`src/rtl/cpu_pkg.sv`:
```
// Shared encodings for the 8-bit CPU: opcodes, control-unit states, ALU ops and instruction fields.
// Used by control_unit, register_file and the ALU.
package cpu_pkg;

  typedef enum logic [2:0] {
    OP_ADD  = 3'b000,
    OP_SUB  = 3'b001,
    OP_ADDI = 3'b010,
    OP_LW   = 3'b011,
    OP_SW   = 3'b100,
    OP_BEQ  = 3'b101,
    OP_J    = 3'b110,
    OP_HALT = 3'b111
  } opcode_e;

  typedef enum logic [2:0] {
    S_FETCH  = 3'd0,
    S_DECODE = 3'd1,
    S_EXEC   = 3'd2,
    S_MEM    = 3'd3,
    S_WB     = 3'd4,
    S_HALT   = 3'd5
  } state_e;

  typedef enum logic [1:0] {
    ALU_ADD = 2'b00,
    ALU_SUB = 2'b01
  } alu_op_e;

  localparam int OP_MSB   = 7;
  localparam int OP_LSB   = 5;
  localparam int RD_BIT   = 4;
  localparam int RS_BIT   = 3;
  localparam int IMM_MSB  = 2;
  localparam int IMM_LSB  = 0;
  localparam int JOFF_MSB = 4;

  typedef struct packed {
    logic instr_req;
    logic imm_sel;
    logic reg_sel;
    logic mem_read;
    logic mem_write;
    logic halted;
  } cu_ctl_t;

  // Moore control word for the state being entered; outputs are registered from this.
  function automatic cu_ctl_t ctl_of(state_e s, opcode_e op);
    cu_ctl_t c;
    c = '0;
    case (s)
      S_FETCH: c.instr_req = 1'b1;
      S_EXEC:  c.imm_sel   = (op == OP_ADDI);
      S_MEM: begin
        c.mem_read  = (op == OP_LW);
        c.mem_write = (op == OP_SW);
      end
      S_WB: begin
        c.reg_sel = 1'b1;
        c.imm_sel = (op == OP_ADDI);
      end
      S_HALT:  c.halted = 1'b1;
      default: c = '0;
    endcase
    return c;
  endfunction

endpackage

```
`src/rtl/cu_next_pc.sv`:
```
// Next-PC arithmetic: PC+1, conditional-branch target (sext imm3) and jump target (sext IR[4:0]).
// All results wrap modulo 2**PC_WIDTH.
module cu_next_pc #(
  parameter int PC_WIDTH = 8
) (
  input  logic [PC_WIDTH-1:0] pc,
  input  logic [4:0]          offset,
  output logic [PC_WIDTH-1:0] pc_inc,
  output logic [PC_WIDTH-1:0] pc_branch,
  output logic [PC_WIDTH-1:0] pc_jump
);

  assign pc_inc    = pc + PC_WIDTH'(1);
  assign pc_branch = pc_inc + {{(PC_WIDTH-3){offset[2]}}, offset[2:0]};
  assign pc_jump   = pc_inc + {{(PC_WIDTH-5){offset[4]}}, offset};

endmodule

```
`src/rtl/control_unit.sv`:
```
// Multi-cycle fetch/decode/execute controller for the 8-bit CPU, driving register_file, ALU and data memory.
// Define CU_PERF_CNT_EN to add the saturating retired_cnt output.
//
// state  | meaning
// FETCH  | instr_req high, wait for instr_valid, capture IR
// DECODE | one cycle, IR fields presented to register_file
// EXEC   | ALU cycle; BEQ/J update pc and return to FETCH
// MEM    | memRead/memWrite held until mem_ready
// WB     | regSelect for one cycle, pc+1
// HALT   | core stopped, leave only through RST
module control_unit #(
  parameter int                  PC_WIDTH    = 8,
  parameter int                  INSTR_WIDTH = 8,
  parameter logic [PC_WIDTH-1:0] RESET_PC    = '0
) (
  input  logic                   CLK,
  input  logic                   RST,
  output logic                   instr_req,
  input  logic                   instr_valid,
  input  logic [INSTR_WIDTH-1:0] instr,
  output logic [PC_WIDTH-1:0]    pc,
  input  logic                   mem_ready,
  input  logic                   zero,
  output logic                   rd,
  output logic                   rs,
  output logic [2:0]             imm,
  output logic                   immSelect,
  output logic                   regSelect,
  output logic [1:0]             aluOp,
  output logic                   memRead,
  output logic                   memWrite,
  output logic                   halted
`ifdef CU_PERF_CNT_EN
  ,
  output logic [15:0]            retired_cnt
`endif
);
  import cpu_pkg::*;

  state_e               state;
  logic [INSTR_WIDTH-1:0] ir;
  cu_ctl_t              ctl;
  opcode_e              op;
  logic [PC_WIDTH-1:0]  pc_inc;
  logic [PC_WIDTH-1:0]  pc_branch;
  logic [PC_WIDTH-1:0]  pc_jump;

  assign op = opcode_e'(ir[OP_MSB:OP_LSB]);

  cu_next_pc #(.PC_WIDTH(PC_WIDTH)) u_next_pc (
    .pc        (pc),
    .offset    (ir[JOFF_MSB:0]),
    .pc_inc    (pc_inc),
    .pc_branch (pc_branch),
    .pc_jump   (pc_jump)
  );

  always_ff @(posedge CLK) begin
    if (RST) begin
      state <= S_FETCH;
      ir    <= '0;
      pc    <= RESET_PC;
      ctl   <= ctl_of(S_FETCH, OP_ADD);
    end else begin
      case (state)
        S_FETCH: begin
          if (instr_valid) begin
            ir    <= instr;
            state <= S_DECODE;
            ctl   <= ctl_of(S_DECODE, op);
          end
        end
        S_DECODE: begin
          state <= S_EXEC;
          ctl   <= ctl_of(S_EXEC, op);
        end
        S_EXEC: begin
          case (op)
            OP_ADD, OP_SUB, OP_ADDI: begin
              state <= S_WB;
              ctl   <= ctl_of(S_WB, op);
            end
            OP_LW, OP_SW: begin
              state <= S_MEM;
              ctl   <= ctl_of(S_MEM, op);
            end
            OP_BEQ: begin
              pc    <= zero ? pc_branch : pc_inc;
              state <= S_FETCH;
              ctl   <= ctl_of(S_FETCH, op);
            end
            OP_J: begin
              pc    <= pc_jump;
              state <= S_FETCH;
              ctl   <= ctl_of(S_FETCH, op);
            end
            default: begin
              state <= S_HALT;
              ctl   <= ctl_of(S_HALT, op);
            end
          endcase
        end
        S_MEM: begin
          if (mem_ready) begin
            if (op == OP_LW) begin
              state <= S_WB;
              ctl   <= ctl_of(S_WB, op);
            end else begin
              pc    <= pc_inc;
              state <= S_FETCH;
              ctl   <= ctl_of(S_FETCH, op);
            end
          end
        end
        S_WB: begin
          pc    <= pc_inc;
          state <= S_FETCH;
          ctl   <= ctl_of(S_FETCH, op);
        end
        S_HALT: begin
          state <= S_HALT;
        end
        default: begin
          state <= S_FETCH;
          ctl   <= ctl_of(S_FETCH, op);
        end
      endcase
    end
  end

  assign instr_req = ctl.instr_req;
  assign immSelect = ctl.imm_sel;
  assign regSelect = ctl.reg_sel;
  assign memRead   = ctl.mem_read;
  assign memWrite  = ctl.mem_write;
  assign halted    = ctl.halted;
  assign rd        = ir[RD_BIT];
  assign rs        = ir[RS_BIT];
  assign imm       = ir[IMM_MSB:IMM_LSB];
  assign aluOp     = (op == OP_SUB || op == OP_BEQ) ? ALU_SUB : ALU_ADD;

`ifdef CU_PERF_CNT_EN
  // An instruction retires on the cycle it leaves its last state; HALT never retires.
  logic retire;
  assign retire = (state == S_EXEC && (op == OP_BEQ || op == OP_J))
               || (state == S_MEM && mem_ready && op == OP_SW)
               || (state == S_WB);

  always_ff @(posedge CLK) begin
    if (RST) begin
      retired_cnt <= '0;
    end else if (retire && retired_cnt != 16'hFFFF) begin
      retired_cnt <= retired_cnt + 16'd1;
    end
  end
`endif

endmodule

```
`config.mk`:
```
export PLATFORM = sky130hd
export DESIGN_NAME = control_unit
export DESIGN_NICKNAME = d
export VERILOG_FILES = /design/src/rtl/cpu_pkg.sv /design/src/rtl/cu_next_pc.sv /design/src/rtl/control_unit.sv
export SDC_FILE = /design/constraint.sdc
export NUM_CORES = 1
export LEC_CHECK = 0
export ABC_AREA = 1
export CORE_AREA = 3 3 61 86
export DETAILED_ROUTE_END_ITERATION = 8
export DIE_AREA = 0 0 64 89
export HOLD_SLACK_MARGIN = 0.05
export PLACE_DENSITY = 0.65
export SLEW_MARGIN = 10
export SYNTH_ARGS = -nofsm -noshare
export SYNTH_HDL_FRONTEND = slang
export SYNTH_SLANG_ARGS = --single-unit
```
`constraint.sdc`:
```
create_clock -name CLK -period 6.04 [get_ports CLK]
set_clock_uncertainty 0.05 [all_clocks]
set_input_delay 1.812 -clock CLK [delete_from_list [all_inputs] [get_ports CLK]]
set_output_delay 1.812 -clock CLK [all_outputs]
set_load 0.01 [all_outputs]
```
**Word level (Yosys, flattened, before mapping)**

Cells that the tools add are included.

- Memory bits (writable): 0
- Bits in latches: 0
- Bits of input ports: 13
- Memories kept: 0
- Output and inout bits: 21
- Bits in registers: 25
- Bits in read-only memories: 0

- Equal/unequal tests: 15
- Multiply operators: 0
- Mux-type cells: 16
- Order comparisons: 0
- Bitwise operators: 1
- Div/mod/pow operators: 0
- Shift-type cells: 0
- $add $sub $neg: 3
- Reduce and logical (&&, ||, !) cells: 11

Operator list:

| kind | number |
|---|---|
| 6-bit case mux with 5 select lines | 1 |
| 8-bit two-way mux | 3 |
| 8-bit case mux with 3 select lines | 1 |
| 6-bit two-way mux | 3 |
| 6-bit case mux with 3 select lines | 1 |
| 8-bit adder | 2 |
| 8-bit case mux with 2 select lines | 1 |
| 3-bit == test (second input constant) | 5 |
| 3-bit case mux with 5 select lines | 1 |
| 3-bit by 2-bit == test with 1-bit output (second input constant) | 4 |
| 3-bit two-way mux | 3 |
| 3-bit case mux with 3 select lines | 1 |
| 8-bit by 1-bit adder with 8-bit output (second input constant) | 1 |
| 3-bit by 1-bit == test with 1-bit output (second input constant) | 2 |
| 3-bit logical NOT | 2 |
| 2-bit inequality test (second input constant) | 3 |
| 2-bit AND reduction | 2 |
| 4-bit AND reduction | 1 |
| 2-bit OR reduction | 2 |
| 3-bit by 2-bit inequality test with 1-bit output (second input constant) | 1 |
| 3-bit AND reduction | 1 |
| 3-bit nonzero test | 1 |
| 3-bit OR reduction | 1 |
| 1-bit logical OR | 1 |
| other kinds (2) | 2 |

**Logic depth before layout (Yosys ltp)**

Gate-level depths: netlist of run 1.

- Depth after elaboration: 5
- Depth in mapped cells: 18

**Cells and area by module**

Synthesis of run 1 repeated with hierarchy kept, for this count alone.

- Cells, all modules: 371
- Area total of the unflattened synthesis: 2254.7 um^2

By module, submodules not included:

| module | cells an instance | sequential area each (um^2) | area each (um^2) | instances |
|---|---|---|---|---|
| control_unit | 248 | 500.5 | 1511.4 | 1 |
| cu_next_pc | 123 | 0.0 | 743.2 | 1 |

**Worst setup path after synthesis of run 1**

OpenSTA, ideal clock, no wires.

- Path kind: input port to flip-flop
- Start point: input zero
- End point: register pc[5]
- Stages on the path: 5
- Path slack: 3.445 ns
- Arrival: 2.428 ns
- Data required time: 5.872 ns
- Cells stage by stage: o21ai_4 inv_1 or2_0 nand2_1 a21oi_1

- Word-level cells in the longest chain between the ends: 3

Ends and longest elaborated chain:

| what | RTL line | source |
|---|---|---|
| start: declaration | control_unit.sv:23 | `input logic zero,` |
| 8-bit two-way mux | control_unit.sv:88 | `pc <= zero ? pc_branch : pc_inc;` |
| 8-bit case mux with 2 select lines | control_unit.sv:78 | `case (op)` |
| 8-bit case mux with 3 select lines | control_unit.sv:65 | `case (state)` |
| end signal: assignment | control_unit.sv:88 |  |
| end signal: assignment | control_unit.sv:93 | `pc <= pc_jump;` |
| end signal: assignment | control_unit.sv:109 | `pc <= pc_inc;` |
| end: declaration | control_unit.sv:21 | `output logic [PC_WIDTH-1:0] pc,` |

No other way between the ends.
A chain may end at the register's enable or synchronous reset.

**Worst setup path after layout of run 1**

- Start point: register ir[2]
- End point: output imm[2]

RTL lines:

| what | RTL line | source |
|---|---|---|
| start: declaration | control_unit.sv:41 | `logic [INSTR_WIDTH-1:0] ir;` |
| start signal: assignment | control_unit.sv:68 | `ir <= instr;` |
| end: declaration | control_unit.sv:26 | `output logic [2:0] imm,` |

No word-level cell between the ends.

==> results of run 1 <==
-- metrics by stage --
step	instances	instance area [µm²]
final	397	2410
after global placement	393	2360
after detailed placement	393	2360
after CTS	397	2410
after global routing	397	2410
after floorplan	308	2020
-- kinds of logic (layout without fill, tap and decap cells) --
family / Yosys count / after routing / share of synthesized area
xor+xnor: 10 / 10 / 0.0433
fa+ha+maj: 14 / 14 / 0.0903
other cells: 1 / 1 / 0.00185
buf+inv: 61 / 88 / 0.126
simple gates: 136 / 136 / 0.318
flops: 25 / 25 / 0.247
compound gates: 61 / 61 / 0.173
-- power breakdown --
group | leakage [nW] | switching, mW | internal, mW
registers | 0.204 | 0.0276 | 0.184
logic | 0.830 | 0.132 | 0.0971
clock network | 0.0255 | 0.0509 | 0.0461
-- worst reg2reg max path, stage by stage (launching register included) --
cell and delay [ns]:
dfxtp_1 0.43, ha_1 0.20, nand2_1 0.06, inv_1 0.10
nand4_1 0.12, xnor2_1 0.34, ha_1 0.34, nand2_1 0.08
inv_1 0.05, a21oi_1 0.12, o21ai_0 0.12, nand3_1 0.10
nand3_1 0.07, nand2_1 0.09, nand2_1 0.05, nand2_1 0.06
a21oi_1 0.05
-- synth_stat cells (all sizes together), types with 5 or more instances --
cell	instances	area share
nand2	77	0.15
inv	52	0.098
a21oi	28	0.071
nand3	28	0.083
o21ai	26	0.072
dfxtp	25	0.25
nor2	16	0.033
ha	13	0.080
nand4	8	0.025
buf	7	0.025
nor3	5	0.023
xnor2	5	0.022
xor2	5	0.022
-- flip-flops by register name, summed over array words and instances, names as in the netlist --
name       count
memWrite       1
state          3
instr_req      1
regSelect      1
pc             8
memRead        1
ir             8
halted         1
immSelect      1
-- cell usage in the layout, fill, tap and decap left out, drive strengths merged, types with 2 or more instances in the layout --
cell / n
nand3: 28
xnor2: 5
nand2: 77
clkdlybuf4s50: 32
nand4: 8
ha: 13
nor2: 16
a211oi: 2
or2: 2
dfxtp: 25
o21ai: 26
a21oi: 28
inv: 52
nor3: 5
xor2: 5
clkbuf: 3
-- final timing paths --
path / to / cells past startpoint
worst min-delay path: regSelect$_SDFFE_PP0P_ / 2
worst max-delay path: imm[2] / 1
worst min register to register: regSelect$_SDFFE_PP0P_ / 2
worst max register to register: pc[7]$_SDFFE_PP0P_ / 16
-- layer usage --
metal	global-route usage	up-vias	share of wire
li1	-	1058	-
met1	0.207	886	0.42
met2	0.380	40	0.53
met3	0.0126	13	0.022
met4	0.0806	0	0.027
met5	0	-	0
-- layout make-up --
class | count | area share
multi-input combinational | 222 | 0.526
clock inverter | 1 | 0.00208
clock buffer | 3 | 0.0171
sequential | 25 | 0.208
inverter | 52 | 0.0820
tap | 62 | 0.0322
timing repair buffer | 32 | 0.133
==> metrics.md, run 1 <==
| Metric | Value |
|---|---|
| Clock Tree Buf Depth | `2` |
| Min-Delay Startpoint | `regSelect$_SDFFE_PP0P_` |
| Slowest-stage cell, CP | `clkdlybuf4s50_1` |
| Vias per cell | `5.03` |
| Leak | `1.06 nW` |
| # fillers | `454` |
| TritonRoute pass-1 iters | `4` |
| Slew @ Worst Pin | `0.565 ns` |
| Total clock sinks | `25` |
| GRT overflow | `0` |
| Antenna violations before repair | `0` |
| Multi-input gate area | `0.00127 mm²` |
| CP top delay family | `buffers and inverters` |
| Reg clk slew, reported paths | `0.08 ns` |
| Postcts setup bufs | `0` |
| Max FO, Critical Path | `8` |
| Die height | `89 µm` |
| Hold_ws | `0.422 ns` |
| Critical path endpoint category | `output pin` |
| I/O pins | `34` |
| Utilization after layout | `0.531` |
| RSZ-0062 raised after global routing | `no` |
| Cell variety after synth | `36` |
| Rows | `29` |
| Layout area overhead | `19.1%` |
| Clk Latency, worst-skew pair | `0.27 ns` |
| Syn_nets | `335` |
| Nets@finish | `363` |
| Die Wd | `64 µm` |
| Sequential cell area | `500 µm²` |
| Share of cells above drive strength 1 | `0.0896` |
| Reg2Reg Launch Point | `pc[0]$_SDFFE_PP0P_` |
| CTS tree | `yes` |
| First-pass GRT wire length | `8690 µm` |
| Syn. warnings | `0` |
| Largest net degree at the start of global routing | `17` |
| # DRC | `0` |
| Cell Pwr Density | `223 mW/mm²` |
| Final period util | `0.544` |
| Initial Utilization | `0.446` |
| Number of I/O port buffers | `32` |
| VDD IR max | `154 µV` |
| Root buf cell | `clkbuf_8` |
| Syn_area_per_cell | `6.57 µm²` |
| Htree depth | `1` |
| Status | `finished clean` |
| Reg2Reg Setup Slack | `3.51 ns` |
| WP data arrival | `1.42 ns` |
| Flops & latches, synth | `25` |
| Number of synthesized flops with an enable pin | `0` |
| Antenna Nets Post-Route | `0` |
| Worst path max stage delay | `0.61 ns` |
| Worst setup SP type | `flip-flop` |
| Global Route Usage Sum | `0.192` |
| Via Count | `1997` |
| Fmax | `0.305 GHz` |
| Detailed Route WL | `5090 µm` |
| Final Setup Violations | `0` |
| Initial DRC Count | `78` |
| Critical path class | `reg -> out` |
| Slew Viols, Final | `0` |
| Crit-path cells | `clkdlybuf4s50_1` |
| Gpl congestion | `0.959` |
| Core ar. | `0.00454 mm²` |
| Main synth FF type | `dfxtp_1` |
| Wirelength per Cell | `12.8 µm` |
| Pre-CTS setup slack | `2.69 ns` |
| Inserted Clock Buffers | `3` |
| Dpl hpwl | `4120 µm` |
| Max_slew headroom | `0.623` |
| Async SR Flop Fraction | `0` |
| CP required | `4.18 ns` |
| Antenna diodes | `0` |
| Post-Syn Area | `0.00202 mm²` |
| Max Cap Violations | `0` |
| Post-layout worst setup margin | `2.76 ns` |
| Hold/Removal Path Class | `reg -> reg` |
| Mapped Cells | `308` |
| Sequential share of the synthesized area | `0.247` |
| Worst Setup SP | `ir[2]$_SDFFE_PP0P_` |
| Hold bufs inserted after CTS | `0` |
| Vias in the first global route | `1947` |
| Endpoints failing hold | `0` |
| Resize count post-CTS | `0` |
| Total power | `0.538 mW` |
| Post-route setup TNS | `0 ns` |
| CP bufs+invs | `1` |
| Die area | `0.00570 mm²` |
| Post-layout min period | `3.28 ns` |
(Power assumes the default switching activity.)
==> run 2, diff against run 1 <==
--- a/config.mk
+++ b/config.mk
@@ -10,7 +10,7 @@
 export DETAILED_ROUTE_END_ITERATION = 8
 export DIE_AREA = 0 0 64 89
 export HOLD_SLACK_MARGIN = 0.05
-export PLACE_DENSITY = 0.65
+export PLACE_DENSITY = 0.67
 export SLEW_MARGIN = 10
 export SYNTH_ARGS = -nofsm -noshare
 export SYNTH_HDL_FRONTEND = slang
==> constraint.sdc (replaced) <==
create_clock -name CLK -period 2.9 [get_ports CLK]
set_clock_uncertainty 0.05 [all_clocks]
set_input_delay 0.87 -clock CLK [delete_from_list [all_inputs] [get_ports CLK]]
set_output_delay 0.87 -clock CLK [all_outputs]
set_load 0.01 [all_outputs]
==> metrics.md, run 2 (synthesis results as in run 1) <==
| Metric | Value |
|---|---|
| Hold Crit Depth | `2 (unchanged)` |
| Vias in the first global route | `1971 (+1.2%)` |
| Gpl congestion | `0.924 (-3.7%)` |
| CP top delay family | `adder cells` |
| Max_slew headroom | `0.606 (-0.0170)` |
| Via Count | `2040 (+2.2%)` |
| Die area | `0.00570 mm² (unchanged)` |
| Antenna violations before repair | `0 (unchanged)` |
| Number of I/O port buffers | `32 (unchanged)` |
| Clk Latency, worst-skew pair | `0.27 ns (about the same)` |
| Reg2Reg Launch Point | `pc[0]$_SDFFE_PP0P_` |
| CP bufs+invs | `4 (+3)` |
| Max Cap Violations | `0 (unchanged)` |
| Worst path max stage delay | `0.40 ns (-0.21 ns)` |
| Reg clk slew, reported paths | `0.08 ns (about the same)` |
| CP required | `3.02 ns (-1.16 ns)` |
| Vias per cell | `5.13 (+1.9%)` |
| Root buf cell | `clkbuf_8` |
| Final Setup Violations | `0 (unchanged)` |
| RSZ-0062 raised after global routing | `no` |
| Post-layout min period | `2.56 ns` |
| Leak | `1.06 nW (+0.45%)` |
| Largest net degree at the start of global routing | `17 (unchanged)` |
| GRT overflow | `0 (unchanged)` |
| Global Route Usage Sum | `0.193 (+0.00107)` |
| Critical Path Sink | `pc[7]$_SDFFE_PP0P_` |
| Wirelength per Cell | `12.7 µm (-0.78%)` |
| CTS tree | `yes` |
| Utilization after layout | `0.533 (+0.00166)` |
| VDD IR max | `380 µV (+150%)` |
| Slowest-stage cell, CP | `dfxtp_1` |
| Post-route setup TNS | `0 ns (unchanged)` |
| Crit path depth | `18 (+17)` |
| Reg2Reg Setup Slack | `0.34 ns (-3.17 ns)` |
| Layout area overhead | `19.5%` |
| Htree depth | `1 (unchanged)` |
| Hold bufs inserted after CTS | `0 (unchanged)` |
| Initial DRC Count | `73 (-6.4%)` |
| Rows | `29 (unchanged)` |
| Antenna Nets Post-Route | `0 (unchanged)` |
| Die Wd | `64 µm (unchanged)` |
| I/O pins | `34 (unchanged)` |
| Max FO, Critical Path | `5 (-3)` |
| Most used cell, CP | `nand2_1` |
| Dpl hpwl | `4180 µm (+1.4%)` |
| First-pass GRT wire length | `8700 µm (+0.15%)` |
| Final period util | `0.884` |
| Detailed Route WL | `5060 µm (-0.53%)` |
| Slew Viols, Final | `0 (unchanged)` |
| Critical path endpoint category | `flip-flop` |
| Antenna diodes | `0 (unchanged)` |
| Critical path class | `reg -> reg` |
| Most frequent cells in the layout | `nand2_1 (73), inv_1 (43), clkdlybuf4s50_1 (32)` |
| Inserted Clock Buffers | `3 (unchanged)` |
| TritonRoute pass-1 iters | `4 (unchanged)` |
| Share of cells above drive strength 1 | `0.0923 (+0.00271)` |
| Endpoints failing hold | `0 (unchanged)` |
| Commonest non-fill, non-tap cell in the layout | `nand2_1` |
| Total clock sinks | `25 (unchanged)` |
| Hold/Removal Path Class | `reg -> reg` |
| Nets@finish | `364 (+0.28%)` |
| Initial Utilization | `0.446 (unchanged)` |
| Critical R2R Capture | `pc[7]$_SDFFE_PP0P_` |
| Worst Setup SP | `pc[0]$_SDFFE_PP0P_` |
| Core ar. | `0.00454 mm² (unchanged)` |
| # DRC | `0 (unchanged)` |
| Cell Pwr Density | `464 mW/mm² (+110%)` |
| Slew @ Worst Pin | `0.590 ns (+0.0254 ns)` |
| Resize count post-CTS | `0 (unchanged)` |
| Top Registers | `ir: 8 flops, pc: 8 flops, state: 3 flops` |
| Status | `finished clean` |
| Fmax | `0.390 GHz` |
| FF-to-FF path depth | `18 (+2)` |
| Clock Tree Buf Depth | `2 (unchanged)` |
| Die height | `89 µm (unchanged)` |
| Crit-path cells | `ha_1 > nand2_1 > inv_1 > nand2_1 > xor2_1 > inv_1 > ha_1 > nand2_1 > inv_1 > nand2_1 > o21ai_0 > inv_1 > nand2_1 > nand3_1 > nand2_1 > nand2_1 > nand2_1 > a21oi_1` |
| Worst setup SP type | `flip-flop` |
| WP data arrival | `2.68 ns (+1.26 ns)` |
| Postcts setup bufs | `0 (unchanged)` |
run 2: cell types whose count changed in the layout (fill, tap and decap cells not counted), sizes merged:
cell	delta
buf	+1
run 2: worst min-delay path by stage:
stage                                        end  slack, ns                   start
after floorplan               ir[0]$_SDFFE_PP0P_       0.39      ir[0]$_SDFFE_PP0P_
after global placement      memRead$_SDFFE_PP0P_       0.40    memRead$_SDFFE_PP0P_
after detailed placement   memWrite$_SDFFE_PP0P_       0.41   memWrite$_SDFFE_PP0P_
after CTS                  memWrite$_SDFFE_PP0P_       0.42   memWrite$_SDFFE_PP0P_
after global routing         halted$_SDFFE_PP0P_       0.45     halted$_SDFFE_PP0P_
final                     immSelect$_SDFFE_PP0P_       0.42  immSelect$_SDFFE_PP0P_
run 2: final cells by class:
| class | instances | area, µm² |
|---|---|---|
| well taps | 62 | 77.6 |
| clock buffers | 3 | 41.3 |
| clock inverters | 1 | 5.00 |
| repair buffers | 33 | 328 |
| multi-input cells | 222 | 1270 |
| flip-flops and latches | 25 | 500 |
| inverters | 52 | 198 |
| fillers | 469 | 2120 |
run 2: through the flow:
stage	setup WS (ns)	std cells	hold slack [ns]	area (µm²)	total power, mW
CTS	0.358	398	0.421	2420	1.13
finish	0.336	398	0.418	2420	1.12
detailed placement	0.374	394	0.408	2370	0.924
global route	0.0358	398	0.447	2420	1.21
floorplan	0.660	308	0.390	2020	0.780
global placement	0.433	394	0.403	2370	0.921
run 2: power by group:
group          switching, mW  internal [mW]  total [mW]  leakage, nW
sequential            0.0564          0.383       0.439        0.204
clock                  0.109         0.0962       0.205       0.0255
combinational          0.275          0.202       0.477        0.835
run 2: worst min-delay path: stages, from the launching register on:
cell and delay (ns):
dfxtp_1 0.32, nand2_1 0.06, a21oi_1 0.05
run 2: per-layer routing:
metal / wire (µm) / GRT usage / share of wire
met5: 0 / 0 / 0
met1: 2030 / 0.206 / 0.40
met4: 187 / 0.110 / 0.037
met2: 2690 / 0.365 / 0.53
met3: 152 / 0.0201 / 0.030
==> run 3, diff against run 2 <==
--- a/config.mk
+++ b/config.mk
@@ -6,11 +6,14 @@
 export NUM_CORES = 1
 export LEC_CHECK = 0
 export ABC_AREA = 1
-export CORE_AREA = 3 3 61 86
+export CELL_PAD_IN_SITES_DETAIL_PLACEMENT = 0
+export CELL_PAD_IN_SITES_GLOBAL_PLACEMENT = 1
+export CORE_AREA = 3 3 70 98
 export DETAILED_ROUTE_END_ITERATION = 8
-export DIE_AREA = 0 0 64 89
+export DIE_AREA = 0 0 73 101
 export HOLD_SLACK_MARGIN = 0.05
-export PLACE_DENSITY = 0.67
+export MAX_ROUTING_LAYER = met4
+export PLACE_DENSITY_LB_ADDON = 0.1
 export SLEW_MARGIN = 10
 export SYNTH_ARGS = -nofsm -noshare
 export SYNTH_HDL_FRONTEND = slang
==> metrics.md, run 3 (synthesis results as in run 1) <==
| Metric | Value |
|---|---|
| Wirelength per Cell | `14.2 µm (+12%)` |
| Final Setup Violations | `0 (unchanged)` |
| Reg clk slew, reported paths | `0.09 ns (about the same)` |
| CTS tree | `yes` |
| Most used cell, CP | `nand2_1` |
| I/O pins | `34 (unchanged)` |
| Hold Crit Depth | `2 (unchanged)` |
| Slew Viols, Final | `0 (unchanged)` |
| Crit-path cells | `ha_1 > nand2_1 > inv_1 > nor2_1 > ha_1 > inv_1 > o21ai_0 > nand2_1 > nand3_1 > xnor2_1 > nand2_1 > nand2_1 > nand2_1 > nand2_1 > a21oi_1` |
| Number of I/O port buffers | `32 (unchanged)` |
| Max Cap Violations | `0 (unchanged)` |
| Dpl hpwl | `4770 µm (+14%)` |
| Root buf cell | `clkbuf_8` |
| Initial DRC Count | `41 (-44%)` |
| Vias in the first global route | `2017 (+2.3%)` |
| Detailed Route WL | `5830 µm (+15%)` |
| Post-route setup TNS | `0 ns (unchanged)` |
| CP top delay family | `adder cells` |
| VDD IR max | `245 µV (-36%)` |
| Endpoints failing hold | `0 (unchanged)` |
| FF-to-FF path depth | `15 (-3)` |
| Slew @ Worst Pin | `0.574 ns (-0.0157 ns)` |
| Commonest non-fill, non-tap cell in the layout | `nand2_1` |
| Worst path max stage delay | `0.46 ns (+0.06 ns)` |
| Max FO, Critical Path | `7 (+2)` |
| Nets@finish | `366 (+0.55%)` |
| Fmax | `0.383 GHz (-1.8%)` |
| Via Count | `2017 (-1.1%)` |
| Rows | `34 (+17%)` |
| Multi-input gate area | `0.00127 mm² (unchanged)` |
| Most frequent cells in the layout | `nand2_1 (73), inv_1 (43), clkdlybuf4s50_1 (32)` |
| Core ar. | `0.00617 mm² (+36%)` |
| # fillers | `677 (+44%)` |
| First-pass GRT wire length | `9430 µm (+8.4%)` |
| Total clock sinks | `25 (unchanged)` |
| Clock Tree Buf Depth | `2 (unchanged)` |
| Top Registers | `ir: 8 flops, pc: 8 flops, state: 3 flops` |
| WP data arrival | `2.73 ns (+0.05 ns)` |
| Die Wd | `73 µm (+14%)` |
| Hold/Removal Path Class | `reg -> reg` |
| Worst setup SP type | `flip-flop` |
| Leak | `1.08 nW (+1.0%)` |
| Vias per cell | `4.92 (-4.0%)` |
| Slowest-stage cell, CP | `o21ai_0` |
| Critical path endpoint category | `flip-flop` |
| Final period util | `0.900 (+0.0160)` |
| Layout area overhead | `20.8%` |
| Initial Utilization | `0.328 (-0.118)` |
| Crit path depth | `15 (-3)` |
| Gpl congestion | `0.975 (+5.5%)` |
| Largest net degree at the start of global routing | `17 (unchanged)` |
| CP required | `3.01 ns (about the same)` |
| Status | `finished clean` |
| Die area | `0.00737 mm² (+29%)` |
| Antenna Nets Post-Route | `0 (unchanged)` |
| TritonRoute pass-1 iters | `4 (unchanged)` |
| Postcts setup bufs | `0 (unchanged)` |
| # DRC | `0 (unchanged)` |
| Max_slew headroom | `0.616 (+0.0105)` |
| GRT overflow | `0 (unchanged)` |
| Cell Pwr Density | `464 mW/mm² (about the same)` |
| CP bufs+invs | `2 (-2)` |
| Share of cells above drive strength 1 | `0.0976 (+0.00537)` |
| Clk Latency, worst-skew pair | `0.27 ns (about the same)` |
| Antenna violations before repair | `0 (unchanged)` |
| Sequential cell area | `500 µm² (unchanged)` |
| Hold_ws | `0.421 ns (+0.00320 ns)` |
| Inserted Clock Buffers | `3 (unchanged)` |
| Resize count post-CTS | `0 (unchanged)` |
| Antenna diodes | `0 (unchanged)` |
| Hold bufs inserted after CTS | `0 (unchanged)` |
| Global Route Usage Sum | `0.169 (-0.0238)` |
| Die height | `101 µm (+13%)` |
| RSZ-0062 raised after global routing | `no` |
| Post-layout min period | `2.61 ns (+0.0465 ns)` |
| Htree depth | `1 (unchanged)` |
| Critical path class | `reg -> reg` |
[run 3: power breakdown]
group	switching [mW]	internal, mW	total (mW)
combinational	0.286	0.203	0.489
clock	0.110	0.0961	0.206
sequential	0.0576	0.383	0.441
[run 3: per-stage QoR]
step                power (mW)   util  worst slack [ns]  area, µm²  instances
CTS                       1.15  0.396             0.328       2440        410
floorplan                0.780      -             0.660       2020        308
global placement         0.942  0.389             0.343       2400        406
finish                    1.14  0.396             0.289       2440        410
global route              1.23  0.396             0.117       2440        410
detailed placement       0.937  0.389             0.331       2400        406
[run 3: worst min-delay path: stages (launching register included)]
cell	delay (ns)
dfxtp_1	0.32
nand2_1	0.06
a21oi_1	0.05
[run 3: layout make-up]
type | count | area share
clock buffer | 3 | 0.0169
clock inverter | 1 | 0.00205
inverter | 52 | 0.0809
multi-input combinational | 222 | 0.518
sequential | 25 | 0.205
tap | 72 | 0.0368
timing repair buffer | 35 | 0.140
[run 3: layer usage]
metal / up-vias / track usage / wire length, µm
met4: 0 / 0.0710 / 159
met2: 33 / 0.309 / 3180
met1: 909 / 0.182 / 2390
met5: - / - / 0
met3: 10 / 0.0120 / 104
li1: 1065 / - / -
[run 3: worst paths after layout]
check,startpoint,to,slack (ns)
max,pc[1]$_SDFFE_PP0P_,pc[5]$_SDFFE_PP0P_,0.29
min,halted$_SDFFE_PP0P_,halted$_SDFFE_PP0P_,0.42
max reg2reg,pc[1]$_SDFFE_PP0P_,pc[5]$_SDFFE_PP0P_,0.29
min reg2reg,halted$_SDFFE_PP0P_,halted$_SDFFE_PP0P_,0.42
